File: src/rtl/m_merge_pipe_if.sv
// Handshake bundle for m_merge_pipe: input list pair, merged output list, and pipeline status.
interface m_merge_pipe_if #(
    parameter int WIDTH = 3,
    parameter int N     = 32
);
    logic                   in_valid;
    logic                   in_ready;
    logic                   in_desc;
    logic [2*N*WIDTH-1:0]   inba;
    logic                   out_valid;
    logic                   out_ready;
    logic                   out_desc;
    logic [2*N*WIDTH-1:0]   c;
    logic                   busy;

    modport master (
        output in_valid, in_desc, inba, out_ready,
        input  in_ready, out_valid, out_desc, c, busy
    );

    modport slave (
        input  in_valid, in_desc, inba, out_ready,
        output in_ready, out_valid, out_desc, c, busy
    );
endinterface

File: src/rtl/m_merge_pipe.sv
// Pipelined Batcher odd-even merge of two ascending N-entry lists into one 2N-entry list,
// one register stage per comparator layer, global-stall back-pressure, optional reversed output.
module m_merge_pipe #(
    parameter int WIDTH = 3,
    parameter int N     = 32
) (
    input  logic          clk,
    input  logic          rst,
    m_merge_pipe_if.slave bus
);
    localparam int M      = 2 * N;
    localparam int DW     = M * WIDTH;
    localparam int LAYERS = $clog2(M);

    logic [LAYERS-1:0]          stage_valid;
    logic [LAYERS-1:0]          stage_desc;
    logic [LAYERS-1:0][DW-1:0]  stage_data;
    logic [LAYERS-1:0][DW-1:0]  layer_out;
    logic [DW-1:0]              last;
    logic                       adv;

    // The whole pipe moves or holds as one; bubbles are never squeezed out.
    assign adv = ~stage_valid[LAYERS-1] | bus.out_ready;

    for (genvar l = 0; l < LAYERS; l++) begin : g_layer
        // Layer l compares entries K apart; below the first layer only odd multiples of K start a group.
        localparam int K  = N >> l;
        localparam int J0 = (K == N) ? 0 : K;

        logic [DW-1:0] lin;
        logic [DW-1:0] net;

        if (l == 0) begin : g_src_in
            assign lin = bus.inba;
        end else begin : g_src_stage
            assign lin = stage_data[l-1];
        end

        always_comb begin
            net = lin;
            for (int j = J0; j + K < M; j += 2 * K) begin
                for (int i = 0; i < K; i++) begin
                    // Swap only on strict less-than so equal keys keep their lower-index source on L.
                    if (lin[(i + j + K) * WIDTH +: WIDTH] < lin[(i + j) * WIDTH +: WIDTH]) begin
                        net[(i + j) * WIDTH +: WIDTH]     = lin[(i + j + K) * WIDTH +: WIDTH];
                        net[(i + j + K) * WIDTH +: WIDTH] = lin[(i + j) * WIDTH +: WIDTH];
                    end
                end
            end
        end

        assign layer_out[l] = net;
    end

    always_ff @(posedge clk or posedge rst) begin
        // NOTE: data registers are reset too, so c reads 0 (never X) before the first result arrives.
        if (rst) begin
            stage_valid <= '0;
            stage_desc  <= '0;
            stage_data  <= '0;
        end else if (adv) begin
            // NOTE: non-blocking assignments let every stage read its predecessor's old value in one edge.
            stage_valid[0] <= bus.in_valid;
            stage_desc[0]  <= bus.in_desc;
            for (int l = 1; l < LAYERS; l++) begin
                stage_valid[l] <= stage_valid[l-1];
                stage_desc[l]  <= stage_desc[l-1];
            end
            for (int l = 0; l < LAYERS; l++) begin
                stage_data[l] <= layer_out[l];
            end
        end
    end

    assign last = stage_data[LAYERS-1];

    // The network is always ascending; descending mode just mirrors the entry order on the way out.
    always_comb begin
        bus.c = last;
        if (stage_desc[LAYERS-1]) begin
            for (int k = 0; k < M; k++) begin
                bus.c[k * WIDTH +: WIDTH] = last[(M - 1 - k) * WIDTH +: WIDTH];
            end
        end
    end

    assign bus.in_ready  = adv;
    assign bus.out_valid = stage_valid[LAYERS-1];
    assign bus.out_desc  = stage_desc[LAYERS-1];
    assign bus.busy      = |stage_valid;
endmodule
File: src/flat_wrapper.sv
// flat-port wrapper written by rule: the top's interface ports become plain ports
module m_merge_pipe_flat 
#(
    parameter int WIDTH = 3,
    parameter int N     = 32
)
  (clk, rst, bus_in_valid, bus_in_desc, bus_inba, bus_out_ready, bus_in_ready, bus_out_valid, bus_out_desc, bus_c, bus_busy);
  m_merge_pipe_if #(.WIDTH(WIDTH), .N(N)) bus_i ();
  input  logic clk;
  input  logic rst;
  input wire logic [$bits(bus_i.in_valid)-1:0] bus_in_valid;
  input wire logic [$bits(bus_i.in_desc)-1:0] bus_in_desc;
  input wire logic [$bits(bus_i.inba)-1:0] bus_inba;
  input wire logic [$bits(bus_i.out_ready)-1:0] bus_out_ready;
  output wire logic [$bits(bus_i.in_ready)-1:0] bus_in_ready;
  output wire logic [$bits(bus_i.out_valid)-1:0] bus_out_valid;
  output wire logic [$bits(bus_i.out_desc)-1:0] bus_out_desc;
  output wire logic [$bits(bus_i.c)-1:0] bus_c;
  output wire logic [$bits(bus_i.busy)-1:0] bus_busy;
  assign bus_i.in_valid = bus_in_valid;
  assign bus_i.in_desc = bus_in_desc;
  assign bus_i.inba = bus_inba;
  assign bus_i.out_ready = bus_out_ready;
  assign bus_in_ready = bus_i.in_ready;
  assign bus_out_valid = bus_i.out_valid;
  assign bus_out_desc = bus_i.out_desc;
  assign bus_c = bus_i.c;
  assign bus_busy = bus_i.busy;
  m_merge_pipe #(.WIDTH(WIDTH), .N(N)) u_core (.clk(clk), .rst(rst), .bus(bus_i));
endmodule
File: config.mk
export PLATFORM = sky130hd
export DESIGN_NAME = m_merge_pipe_flat
export DESIGN_NICKNAME = d
export VERILOG_FILES = /design/src/rtl/m_merge_pipe_if.sv /design/src/rtl/m_merge_pipe.sv /design/src/flat_wrapper.sv
export SDC_FILE = /design/constraint.sdc
export NUM_CORES = 2
export LEC_CHECK = 0
export CORE_AREA = 2 2 450 452
export CTS_BUF_LIST = sky130_fd_sc_hd__clkbuf_4
export CTS_CLUSTER_SIZE = 16
export DETAILED_ROUTE_END_ITERATION = 10
export DIE_AREA = 0 0 452 454
export PLACE_DENSITY = 0.62
export REMOVE_ABC_BUFFERS = 1
export SYNTH_ARGS = -nofsm -noshare
export SYNTH_HDL_FRONTEND = slang
export SYNTH_SLANG_ARGS = --single-unit
File: constraint.sdc
create_clock -name clk -period 70.6 [get_ports clk]
set_input_delay 14.12 -clock clk [delete_from_list [all_inputs] [get_ports clk]]
set_output_delay 14.12 -clock clk [all_outputs]
set_load 0.02 [all_outputs]
==> impl_summary.log <==
[metrics] data arrival time of the critical path: 16.31 ns
[metrics] minimum clock period: 30.43 ns
[metrics] flip-flop and latch count after synthesis: 1164
[metrics] setup fix buffers added after clock tree synthesis: 0
[metrics] reg-to-reg slack, setup: 66.08 ns
[metrics] clock transition at the registers of the reported paths: 0.06 ns
[metrics] number of maximum-capacitance constraint violations: 0
[metrics] Clk Latency, worst-skew pair: 1.33 ns
[metrics] via count of the first global-routing pass: 53408
[metrics] final worst-path cycle share: 43.1%
[metrics] IO buf count: 392
[metrics] cts bufs inserted: 348
[metrics] dpl hpwl: 138 mm
[metrics] Via density: 4.88
[metrics] commonest non-fill, non-tap cells in the layout: 1163 x dfrtp_1, 1049 x nand2_1, 954 x nor2_1
[metrics] total track usage: 17.8%
[metrics] Leakage Power: 0.0379 uW
[metrics] Remaining DRCs: 0
[metrics] total cell area at the placement stage: 73700 um^2
[metrics] yosys synthesis warning count: 0
[metrics] kind of end point of the critical path: output port
[metrics] Total Neg Setup Slack: 0 ns
[metrics] Routed Antenna Nets: 0
[metrics] cell area after synthesis: 67800 um^2
[metrics] horizontal extent of the die: 452 um
[metrics] endpoint required time on the critical path: 56.48 ns
[metrics] most used routing layer: met2
[metrics] power density over the cells: 46.7 nW/um^2
[metrics] count of final max-slew check failures: 0
[metrics] status: finished clean
[metrics] power after layout: 3640 uW
[metrics] number of optimization iterations in the first detailed-route pass: 5
[metrics] site row count: 165
[metrics] synth unique cells: 29
[metrics] met1 Resource Use GR: 21.4%
[metrics] max frequency: 32.9 MHz
[metrics] final worst-path setup slack: 40.17 ns
[metrics] Final Routed Wirelength: 185 mm
[metrics] number of filler cells placed in the layout: 20271
[metrics] Worst slew margin: 29.0%
[metrics] global routing usage on met2: 30.5%
[metrics] clock tree buffer depth: 4
[metrics] Avg Synthesized Cell Area: 9.00 um^2
[metrics] number of sinks on the clock net: 1164
[metrics] average wire per standard cell: 16.9 um
[metrics] Hold Violations, Final: 0
[metrics] type of the tightest min-delay check: reg2reg
[metrics] hold bufs inserted after CTS: 0
[metrics] Worst Skew: 0.107 ns
[metrics] post-synthesis to final-layout area growth: 14.7%
[metrics] effective utilization at floorplan: 33.8%
[metrics] CP Max Fanout: 172
[metrics] start-to-end type of the worst setup path: in2out
[metrics] final weighted congestion of routability-driven global placement: 0.855
[metrics] vias post-DR: 53315
[metrics] largest net degree at the start of global routing: 191
[metrics] slew at the pin with the worst max-slew slack: 1.07 ns
[metrics] total I/O pin count: 393
[metrics] fin nets: 8880
[metrics] Total Die Area: 205000 um^2
[metrics] Setup violations, final: 0
[metrics] setup repair after global routing missed its margin: false
[metrics] number of gates resized after cts: 0
[metrics] height of the chip: 454 um
[metrics] Max IR drop VDD: 0.0242 mV
[metrics] number of antenna violations at the first check in global routing: 15
[metrics] sequential share of the synthesized area: 43.0%
[metrics] final standard cell utilization of the core: 38.7%
[metrics] fraction of final layout cells sized beyond drive strength 1: 9.50%
[metrics] category of the worst setup path launch point: input port
[metrics] violation count after the first detailed-route iteration: 2605
[metrics] core area: 201000 um^2
[metrics] Final Instance Area: 77800 um^2
[metrics] met3 Use GR: 3.16%
[metrics] number of instances in the synthesized netlist: 7533
[metrics] global-route wire length before repair: 290 mm
[metrics] clock tree from TritonCTS: built
[metrics] commonest non-fill, non-tap cell in the layout: dfrtp_1
[metrics] clock root cell: clkbuf_4
[metrics] overflow left after global routing: 0
[metrics] number of H-tree branching levels: 5
[metrics] minimum setup slack after placement: 40.27 ns
[cells in the mapped netlist]
library cell	instances	area [um^2]
dfrtp_1	1164	29100
nand2_1	1049	3940
nor2_1	954	3580
inv_1	819	3070
ha_1	644	8060
a21oi_1	620	3100
o21ai_0	331	1660
mux2i_1	322	3220
mux2_2	192	2160
nand2b_1	162	1010
nor2b_1	161	1010
o21bai_1	161	1210
o31ai_1	161	1210
a21o_1	148	1110
a311oi_1	148	1300
nor3_1	148	741
buf_2	142	711
clkbuf_1	48	180
buf_4	47	353
a21oi_2	37	324
buf_6	37	417
a221oi_1	13	114
a22o_1	13	114
buf_1	4	15.0
o21ai_1	4	20.0
buf_8	1	15.0
inv_4	1	6.26
nor2b_4	1	13.8
nor4_1	1	6.26
[layer usage]
layer	vias to the layer above	wire length [um]
li1	26236	-
met2	990	90600
met5	-	60
met1	25703	78100
met3	376	7400
met4	10	8730
[kinds of logic (layout without fill, tap and decap cells)]
kind of cell / after synthesis / in the layout / share of synthesized area, %
AOI/OAI and AO/OA: 1636 / 1636 / 15.0
adders and majority gates: 644 / 644 / 11.9
buffers and inverters: 1099 / 1821 / 7.04
DFF: 1164 / 1164 / 43.0
muxes: 514 / 514 / 7.94
other: 0 / 8 / 0
and+or+nand+nor: 2476 / 2476 / 15.2
[cell type report]
cell class	count	area [um^2]	area share, %
multi-input cells	5270	33900	43.6
clock buffers	492	3690	4.75
clock inverters	74	322	0.413
diodes	8	20.0	0.0257
well taps	2672	3340	4.30
inverters	820	3100	3.99
flip-flops and latches	1164	29100	37.5
repair buffers	435	4270	5.49
[path summary, 6_finish.rpt]
check | start | endpoint | depth (start not counted)
worst max-delay path | bus_out_ready | bus_in_ready | 4
worst min-delay path | u_core.g_layer[1].lin[17] | u_core.g_layer[2].lin[17] | 2
worst max register to register | u_core.stage_valid[5] | u_core.last[98] | 7
worst min register to register | u_core.g_layer[1].lin[17] | u_core.g_layer[2].lin[17] | 2
max in group asynchronous | rst | u_core.stage_desc[5] | 7
min in group asynchronous | rst | u_core.g_layer[5].lin[107] | 2
[through the flow]
stage	hold WS, ns	cells
after floorplan	0.439	7254
after global placement	0.452	10361
after detailed placement	0.456	10361
after CTS	0.410	10927
after global routing	0.475	10934
final	0.434	10935
[state kept, by name, indices dropped and copies added, names as in the netlist]
name / count
u_core.g_layer.lin: 960
u_core.stage_desc: 6
u_core.stage_valid: 6
u_core.last: 192
[where the power goes]
part / total (uW) / switching [uW] / internal, uW
registers: 1280 / 326 / 952
clock network: 616 / 296 / 320
logic: 1740 / 966 / 775
total: 3640 / 1590 / 2050
[worst max-delay path: stages]
cell,delay [ns]
clkdlybuf4s50_1,0.44
nor2b_4,0.51
inv_16,0.25
clkdlybuf4s50_1,0.72
No activity file was read; power rests on OpenSTA's default activity.
